### src/rtl/bus_dma.sv
// bus_dma: single-channel word-copy DMA engine.
// A small register bank on the device port programs source, destination and
// word count. A host port then copies one 32-bit word at a time, with one
// outstanding transaction. An interrupt is raised on completion or bus error.
//
// Host handshake: req/addr/we/wdata are registered. They stay stable from
// assertion until the cycle in which gnt is high, and req drops in the cycle
// after the grant. One response (rvalid, optionally err) is expected per
// granted request. rvalid is ignored unless a response is outstanding.
module bus_dma #(
  parameter int LenWidth = 16
) (
  input  logic        clk_i,
  input  logic        rst_ni,
  input  logic        device_req_i,
  input  logic [31:0] device_addr_i,
  input  logic        device_we_i,
  input  logic [3:0]  device_be_i,
  input  logic [31:0] device_wdata_i,
  output logic        device_rvalid_o,
  output logic [31:0] device_rdata_o,
  output logic        host_req_o,
  input  logic        host_gnt_i,
  output logic [31:0] host_addr_o,
  output logic        host_we_o,
  output logic [3:0]  host_be_o,
  output logic [31:0] host_wdata_o,
  input  logic        host_rvalid_i,
  input  logic [31:0] host_rdata_i,
  input  logic        host_err_i,
  output logic        dma_irq_o
);

  typedef enum logic [2:0] {
    ST_IDLE    = 3'd0,
    ST_RD_REQ  = 3'd1,
    ST_RD_WAIT = 3'd2,
    ST_WR_REQ  = 3'd3,
    ST_WR_WAIT = 3'd4
  } state_e;

  state_e               r_state;
  logic [31:0]          r_src;
  logic [31:0]          r_dst;
  logic [LenWidth-1:0]  r_len;
  logic                 r_irq_en;
  logic                 r_done;
  logic                 r_err;
  logic [31:0]          r_wsrc;
  logic [31:0]          r_wdst;
  logic [LenWidth-1:0]  r_wlen;

  logic [2:0]           w_sel;
  logic                 w_wr;
  logic                 w_busy;
  logic                 w_start;
  logic                 w_clr_done;
  logic                 w_clr_err;
  logic [LenWidth-1:0]  w_len_next;
  logic [31:0]          w_rdata;
  logic                 w_unused;

  assign w_sel      = device_addr_i[4:2];
  assign w_wr       = device_req_i & device_we_i;
  assign w_busy     = (r_state != ST_IDLE);
  assign w_start    = w_wr & (w_sel == 3'd3) & device_wdata_i[0] & ~w_busy;
  assign w_clr_done = w_wr & (w_sel == 3'd4) & device_wdata_i[1];
  assign w_clr_err  = w_wr & (w_sel == 3'd4) & device_wdata_i[2];
  assign w_len_next = r_wlen - LenWidth'(1);
  assign host_be_o  = 4'hF;
  assign dma_irq_o  = r_irq_en & (r_done | r_err);
  // Byte enables and undecoded address bits have no effect.
  assign w_unused   = ^{device_be_i, device_addr_i[31:5], device_addr_i[1:0]};

  // Register read mux; unmapped offsets read as zero.
  always_comb begin
    w_rdata = '0;
    case (w_sel)
      3'd0:    w_rdata = r_src;
      3'd1:    w_rdata = r_dst;
      3'd2:    w_rdata = 32'(r_len);
      3'd3:    w_rdata = {30'd0, r_irq_en, 1'b0};
      3'd4:    w_rdata = {29'd0, r_err, r_done, w_busy};
      default: w_rdata = '0;
    endcase
  end

  // Programmed registers; the transfer setup is frozen while busy.
  always_ff @(posedge clk_i or negedge rst_ni) begin
    if (!rst_ni) begin
      r_src    <= '0;
      r_dst    <= '0;
      r_len    <= '0;
      r_irq_en <= 1'b0;
    end else if (w_wr) begin
      case (w_sel)
        3'd0:    if (!w_busy) r_src <= {device_wdata_i[31:2], 2'b00};
        3'd1:    if (!w_busy) r_dst <= {device_wdata_i[31:2], 2'b00};
        3'd2:    if (!w_busy) r_len <= device_wdata_i[LenWidth-1:0];
        3'd3:    r_irq_en <= device_wdata_i[1];
        default: ;
      endcase
    end
  end

  // Device response: one cycle after each request; writes return zero.
  always_ff @(posedge clk_i or negedge rst_ni) begin
    if (!rst_ni) begin
      device_rvalid_o <= 1'b0;
      device_rdata_o  <= '0;
    end else begin
      device_rvalid_o <= device_req_i;
      device_rdata_o  <= (device_req_i && !device_we_i) ? w_rdata : '0;
    end
  end

  // Copy FSM. It owns DONE/ERR, so a set by the FSM overrides a same-cycle W1C.
  always_ff @(posedge clk_i or negedge rst_ni) begin
    if (!rst_ni) begin
      r_state      <= ST_IDLE;
      r_wsrc       <= '0;
      r_wdst       <= '0;
      r_wlen       <= '0;
      r_done       <= 1'b0;
      r_err        <= 1'b0;
      host_req_o   <= 1'b0;
      host_we_o    <= 1'b0;
      host_addr_o  <= '0;
      host_wdata_o <= '0;
    end else begin
      if (w_clr_done) r_done <= 1'b0;
      if (w_clr_err)  r_err  <= 1'b0;
      case (r_state)
        ST_IDLE: begin
          if (w_start) begin
            r_done <= 1'b0;
            r_err  <= 1'b0;
            r_wsrc <= r_src;
            r_wdst <= r_dst;
            r_wlen <= r_len;
            if (r_len == '0) begin
              r_done <= 1'b1;
            end else begin
              r_state     <= ST_RD_REQ;
              host_req_o  <= 1'b1;
              host_we_o   <= 1'b0;
              host_addr_o <= r_src;
            end
          end
        end
        ST_RD_REQ: begin
          if (host_gnt_i) begin
            host_req_o <= 1'b0;
            r_state    <= ST_RD_WAIT;
          end
        end
        ST_RD_WAIT: begin
          if (host_rvalid_i) begin
            if (host_err_i) begin
              r_err   <= 1'b1;
              r_state <= ST_IDLE;
            end else begin
              host_wdata_o <= host_rdata_i;
              host_req_o   <= 1'b1;
              host_we_o    <= 1'b1;
              host_addr_o  <= r_wdst;
              r_state      <= ST_WR_REQ;
            end
          end
        end
        ST_WR_REQ: begin
          if (host_gnt_i) begin
            host_req_o <= 1'b0;
            r_state    <= ST_WR_WAIT;
          end
        end
        ST_WR_WAIT: begin
          if (host_rvalid_i) begin
            if (host_err_i) begin
              r_err   <= 1'b1;
              r_state <= ST_IDLE;
            end else begin
              r_wsrc <= r_wsrc + 32'd4;
              r_wdst <= r_wdst + 32'd4;
              r_wlen <= w_len_next;
              if (w_len_next == '0) begin
                r_done  <= 1'b1;
                r_state <= ST_IDLE;
              end else begin
                host_req_o  <= 1'b1;
                host_we_o   <= 1'b0;
                host_addr_o <= r_wsrc + 32'd4;
                r_state     <= ST_RD_REQ;
              end
            end
          end
        end
        default: r_state <= ST_IDLE;
      endcase
    end
  end

endmodule

### config.mk
export PLATFORM = sky130hd
export DESIGN_NAME = bus_dma
export DESIGN_NICKNAME = d
export VERILOG_FILES = /design/src/rtl/bus_dma.sv
export SDC_FILE = /design/constraint.sdc
export NUM_CORES = 1
export LEC_CHECK = 0
export ABC_AREA = 1
export CORE_MARGIN = 8
export CORE_UTILIZATION = 55
export DETAILED_ROUTE_END_ITERATION = 7
export PLACE_DENSITY = 0.82
export SETUP_SLACK_MARGIN = 0.15
export SYNTH_ARGS = -nofsm -noshare
export SYNTH_HDL_FRONTEND = slang
export SYNTH_SLANG_ARGS = --single-unit
### constraint.sdc
create_clock -name clk_i -period 3.6 [get_ports clk_i]
set_input_delay 0.54 -clock clk_i [delete_from_list [all_inputs] [get_ports clk_i]]
set_output_delay 0.54 -clock clk_i [all_outputs]
set_load 0.02 [all_outputs]
==> results.cfg, run 1 <==
[synth]
ys_seq_area_share_pct = 49.37
yosysWarnings = 0
yosys.cell_count.top_type = nand2_1
ys_types = 42
synth_edf_count = 0
ys_dominant_reg_cell = dfrtp_1
synth.largest_area_cell = dfrtp_1
postSynthAreaPerCell_sq_um = 7.932
synth_top_area_share_pct = 49.37
synthTopCellsByArea = dfrtp_1, nand2_1, o21ai_0
async_reset_ff_share_pct = 100.0
synthTopCellsByCount = nand2_1, dfrtp_1, inv_1
syn_inst = 1636
synth_seq_cells = 256
syn_area_sq_um = 12980

[critical_path]
crit_path_frequent_cell = nand2_1
start_kind = flip-flop
crit_chain = inv_1, ha_1, nand2_1, nand2_1, o21ai_0, nor3_1, nand3b_1, nor2_1, nand3_2, buf_4, nand2_4, nand2_1, nand2_1
max_stage_delay_ns = 0.39
crit_fanout = 33
worstPathRequired_ns = 4.07
regToRegStartpoint = r_wlen[0]
reg2regPathDepth = 13
rrSetupSlack_ns = 0.80
critical-path-slowest-cell = dfrtp_1
cp-end-kind = flip-flop
rr_endpoint = host_addr_o[11]
critPathKind = flip-flop to flip-flop
worst_ep_arrival_time_ns = 3.27

[power_and_ir_drop]
peakVddDrop_mv = 0.6350
power_frac_comb_pct = 38.8
power_frac_seq_pct = 40.5
switching_share_pct = 41.40
p_leak_nw = 7.299
power_density_nw_per_um2 = 807.2
clock_power_share_pct = 20.6
intPower_mw = 7.490
power_switching_mw = 5.291

[global_route]
grt_max_degree = 99
grt_pass1_vias = 11934
overflow = 0
grt_usage_pct = 26.91
grt_pass1_wl_microns = 62330
antenna_found_initial = 0

[clocking]
htree_levels = 1
clock-sinks = 256
ctsResizeCount = 0
clockBufferDepth = 3
cts_buffers = 27
clk_latency_ns = 0.54
cts_root_buf = clkbuf_16
clk_transition_reported_paths_ns = 0.06
cts_hold_buf = 0
cts_tree = yes
post_cts_buffers = 0

[detailed_routing]
viasPerCell = 5.712
vias = 12132
postRouteAntennaNets = 0
wirelength_microns = 39180
drt-pass1-iter-count = 6
drt-initial-drc-count = 1389
drc = 0
post_drt_wl_per_cell_microns = 18.45

[placed_design]
globalplace.congestion = 0.9900
port_buffers = 173
dp_hpwl_microns = 28190

[die]
start_util_pct = 55.61
ios = 211
coreArea_sq_um = 23330
rows = 56
fp.dieArea_sq_um = 28760
dieHeight_microns = 169.6
die_width_microns = 169.6

[timing]
rsz0062_at_grt = no
worst_pin_slew_ns = 0.9221
setup_viol = 0
timing.final.crit_share_pct = 77.78
slew_violations = 0
fin_tns_setup_ns = 0
whs_ns = 0.03220
fmax_mhz = 357.2
maxSlewHeadroom_pct = 38.38
hold_viol = 0
fin_crit_ns = 2.800
skew_ns = 0.01170

[cells_and_area]
seqCellArea_sq_um = 6406
area_growth_pct = 22.02
multi_input_area_sq_um = 5567
num-nets-final = 1900
fillers = 1898
drive_gt1_share_pct = 6.814
diodes = 0

[flow_run]
drv_cap = 0

[run_status]
status = completed

[hold_path]
hp-class = input pin to asynchronous set/reset pin
## critical path: cells and delay by family, from the launching register on
family | cells | cell delay [ns]
compound gates | 1 | 0.12
simple gates | 9 | 1.49
fa+ha+maj | 1 | 0.29
buf+inv | 2 | 0.44
flops | 1 | 0.39
## cells in the final DEF (no fill, tap or decap), drive strengths merged, types with 2 or more instances in the layout
| master | Yosys | routed |
|---|---|---|
| a21boi | 3 | 3 |
| a21oi | 81 | 81 |
| a22oi | 19 | 19 |
| a31oi | 4 | 4 |
| buf | 34 | 25 |
| clkbuf | 42 | 36 |
| clkdlybuf4s50 | 0 | 172 |
| clkinv | 3 | 8 |
| conb | 1 | 4 |
| dfrtp | 256 | 256 |
| ha | 4 | 4 |
| inv | 177 | 179 |
| mux2 | 33 | 33 |
| nand2 | 451 | 451 |
| nand3 | 108 | 108 |
| nand3b | 5 | 5 |
| nand4 | 12 | 12 |
| nor2 | 131 | 131 |
| nor3 | 30 | 30 |
| nor3b | 2 | 2 |
| nor4 | 5 | 5 |
| o211ai | 27 | 27 |
| o21ai | 152 | 152 |
| o221ai | 19 | 19 |
| o22ai | 11 | 11 |
| or2 | 2 | 2 |
| xor2 | 19 | 19 |
## metal layers
metal,routed length [microns],track usage [%]
met5,0,0
met4,937,7.580
met3,4101,6.327
met2,17820,42.40
met1,16320,36.69
## power by group through the flow
stage | combinational, mW | sequential, mW | clock, mW
6_report | 4.96 | 5.18 | 2.64
5_1_grt | 5.48 | 5.32 | 2.78
2_1_floorplan | 2.86 | 5.22 | 0
3_5_place_dp | 4.90 | 5.16 | 0
3_3_place_gp | 4.77 | 5.11 | 0
4_1_cts | 4.94 | 5.13 | 2.67
## worst max path at each step
stage                     cells after the start  slack [ns]               to        startpoint
after floorplan                              14        1.67  host_addr_o[11]         r_wlen[0]
after global placement                       10        0.95        r_wlen[1]  device_addr_i[2]
after detailed placement                     11        0.86        r_wlen[4]  device_addr_i[4]
after CTS                                    13        0.83  host_addr_o[11]         r_wlen[0]
after global routing                         13        0.58  host_addr_o[11]         r_wlen[0]
final                                        13        0.80  host_addr_o[11]         r_wlen[0]
## logic make-up (layout without fill, tap and decap cells)
| kind of cell | count (synthesis) | in the layout | synth area share (%) |
|---|---|---|---|
| other cells | 1 | 4 | 0.02890 |
| mux | 33 | 33 | 2.864 |
| xor+xnor | 20 | 20 | 1.350 |
| flops | 256 | 256 | 49.37 |
| compound gates | 319 | 319 | 14.02 |
| simple gates | 747 | 747 | 24.07 |
| buf+inv | 256 | 422 | 7.916 |
| fa+ha+maj | 4 | 4 | 0.3857 |
## state kept, by name (all words and copies together) (netlist names), 3 cells and up
register	flops
host_wdata_o	32
r_wlen	16
r_dst	30
r_state	3
r_len	16
r_wsrc	30
r_wdst	30
device_rdata_o	32
host_addr_o	31
r_src	30
## cell type report
type / count / share of cell area (%)
Multi-Input combinational cell: 1127 / 35.16
Timing Repair Buffer: 197 / 12.42
Tap cell: 319 / 2.521
Inverter: 180 / 4.267
Clock buffer: 36 / 4.670
Clock inverter: 9 / 0.5057
Sequential cell: 256 / 40.46
## through the flow
step / instance area (sq um) / util (%) / total power, mW / std cells / setup slack, ns
CTS: 15830 / 67.86 / 12.73 / 2124 / 0.8331
global placement: 15010 / 64.35 / 9.879 / 2079 / 0.9451
detailed placement: 15010 / 64.35 / 10.06 / 2079 / 0.8568
floorplan: 12990 / - / 8.083 / 1639 / 1.666
global route: 15830 / 67.86 / 13.57 / 2124 / 0.5813
finish: 15830 / 67.86 / 12.78 / 2124 / 0.8001
Power figures use the tool's default switching activity.
==> run 2: changes to the inputs <==
--- a/config.mk
+++ b/config.mk
@@ -7,9 +7,9 @@
 export LEC_CHECK = 0
 export ABC_AREA = 1
 export CORE_MARGIN = 8
-export CORE_UTILIZATION = 55
+export CORE_UTILIZATION = 54
 export DETAILED_ROUTE_END_ITERATION = 7
-export PLACE_DENSITY = 0.82
+export PLACE_DENSITY = 0.81
 export SETUP_SLACK_MARGIN = 0.15
 export SYNTH_ARGS = -nofsm -noshare
 export SYNTH_HDL_FRONTEND = slang
==> constraint.sdc (replaced) <==
create_clock -name clk_i -period 2.74 [get_ports clk_i]
set_input_delay 0.411 -clock clk_i [delete_from_list [all_inputs] [get_ports clk_i]]
set_output_delay 0.411 -clock clk_i [all_outputs]
set_load 0.02 [all_outputs]
==> run 2 against run 1 <==
Critical path depth is 1 higher; sequential cell count stayed put; die area is 1.7% higher; sequential share of layout area is 0.49 points lower; worst hold slack better by 0.34 ns; critical endpoint is now host_addr_o[29]; cell count is 0.61% higher; global-route usage is 0.40 points higher; wire length is 1.0% higher; register-to-register slack worse by 0.40 ns; fmax is 20% higher.
==> results.cfg, run 2 (synthesis gave the netlist of run 1 again) <==
[die]
coreArea_sq_um = 23540
dieHeight_microns = 171.0
die_width_microns = 171.0
fp.dieArea_sq_um = 29250
rows = 56
ios = 211
start_util_pct = 55.12

[global_route]
grt_use_met2_pct = 43.01
use_met1_pct = 37.44
grt_pass1_vias = 11827
antenna_found_initial = 0
gr-usage-met3_pct = 6.661
overflow = 0
grt_pass1_wl_microns = 63630
busiest_layer = met2
grt_usage_pct = 27.31
grt_max_degree = 75

[placed_design]
port_buffers = 173
dp_hpwl_microns = 29280
dpl-instance-area_sq_um = 15110
placed_cells = 2089
globalplace.congestion = 0.9356
dpl_worst_slack_ns = 0.1693

[timing]
maxSlewHeadroom_pct = 57.84
skew_ns = 0.01105
fin_tns_setup_ns = 0
hold_viol = 0
slew_violations = 0
fin_ws_ns = 0.3993
whs_ns = 0.3730
fmax_mhz = 427.2
setup_viol = 0
rsz0062_at_grt = no
timing.final.crit_share_pct = 85.43
fin_crit_ns = 2.341
worst_pin_slew_ns = 0.6285

[clocking]
post_cts_buffers = 0
cts_buffers = 27
clock-sinks = 256
cts_tree = yes
clk_latency_ns = 0.54
cts_root_buf = clkbuf_16
htree_levels = 1
clk_transition_reported_paths_ns = 0.06
clockBufferDepth = 3

[critical_path]
critical-path-slowest-cell = dfrtp_1
crit_cells = 14
cp-end-kind = flip-flop
start_kind = flip-flop
crit_chain = inv_2, ha_2, nand2_1, nor2_4, nand2_1, nand2_1, nand2_1, nor2_1, nand3_1, nor2_2, nand3_4, buf_6, nand3_1, nand2_1
worst_ep_arrival_time_ns = 2.76
crit_fanout = 27
max_stage_delay_ns = 0.41
critPathKind = flip-flop to flip-flop
path_buf_inv = 2
worstPathRequired_ns = 3.16
crit_path_frequent_cell = nand2_1
cpLargestDelayFamily = simple AND/OR/NAND/NOR gates
reg2regPathDepth = 14

[cells_and_area]
most-common-layout-cells = nand2_1, dfrtp_1, clkdlybuf4s50_1
stdcell_count = 2137
diodes = 0
num-nets-final = 1911
drive_gt1_share_pct = 7.591
finish.utilization_pct = 68.09
top_regs = device_rdata_o: 32 flops, host_wdata_o: 32 flops, host_addr_o: 31 flops
postLayoutCellArea_sq_um = 16030
final_common_cell = nand2_1
fillers = 1939
area_growth_pct = 23.53

[detailed_routing]
drc = 0
drt-initial-drc-count = 1190
wirelength_microns = 39570
post_drt_wl_per_cell_microns = 18.52
vias = 12022
drt-pass1-iter-count = 6
viasPerCell = 5.626
postRouteAntennaNets = 0

[hold_path]
hp-class = input pin to asynchronous set/reset pin

[power_and_ir_drop]
power_density_nw_per_um2 = 1060
power_switching_mw = 6.932
p_leak_nw = 7.389
power_frac_comb_pct = 38.6
finalPower_mw = 16.98
intPower_mw = 10.05
power_frac_seq_pct = 40.0
clock_power_share_pct = 21.4
peakVddDrop_mv = 0.6800
switching_share_pct = 40.82

[flow_run]
drv_cap = 0

[run_status]
status = completed
[run 2: power by group through the flow]
stage,Combinational [mW],Clock [mW],Sequential [mW]
floorplan,3.76,0,6.86
detailed placement,6.45,0,6.78
global placement,6.31,0,6.71
global route,7.29,3.84,7.00
CTS,6.53,3.70,6.74
finish,6.56,3.63,6.80
[run 2: worst paths after layout]
check | start | end | slack (ns)
max | r_wlen[0] | host_addr_o[29] | 0.40
min in group clk_i | device_req_i | device_rvalid_o | 0.41
min | rst_ni | r_wlen[5] | 0.37
max in group asynchronous | rst_ni | host_wdata_o[29] | 1.63
max reg2reg | r_wlen[0] | host_addr_o[29] | 0.40
min reg2reg | host_addr_o[2] | host_addr_o[2] | 0.47
[run 2: cell type report]
cell class / instances / area, sq um / area share (%)
timing repair buffer: 208 / 2081 / 12.98
sequential: 256 / 6406 / 39.97
multi-input combinational: 1127 / 5588 / 34.86
clock inverter: 8 / 98.84 / 0.6167
clock buffer: 39 / 780.7 / 4.871
inverter: 180 / 675.6 / 4.215
tap: 319 / 399.1 / 2.490
[run 2: what timing repair did]
action                                  in CTS  in global routing
hold buffers                                 1                  0
gates resized for setup                      2                  5
endpoints found under the hold margin       48                  0
endpoints found under the setup margin       1                 34
pin swaps                                    0                  0
[run 2: routing by layer]
| metal | vias to the layer above | wire [microns] | part of all wire (%) |
|---|---|---|---|
| met5 | - | 0 | 0 |
| met4 | 0 | 970 | 2.5 |
| met1 | 5758 | 16770 | 42 |
| met2 | 504 | 18090 | 46 |
| met3 | 71 | 3747 | 9.5 |
| li1 | 5689 | - | - |
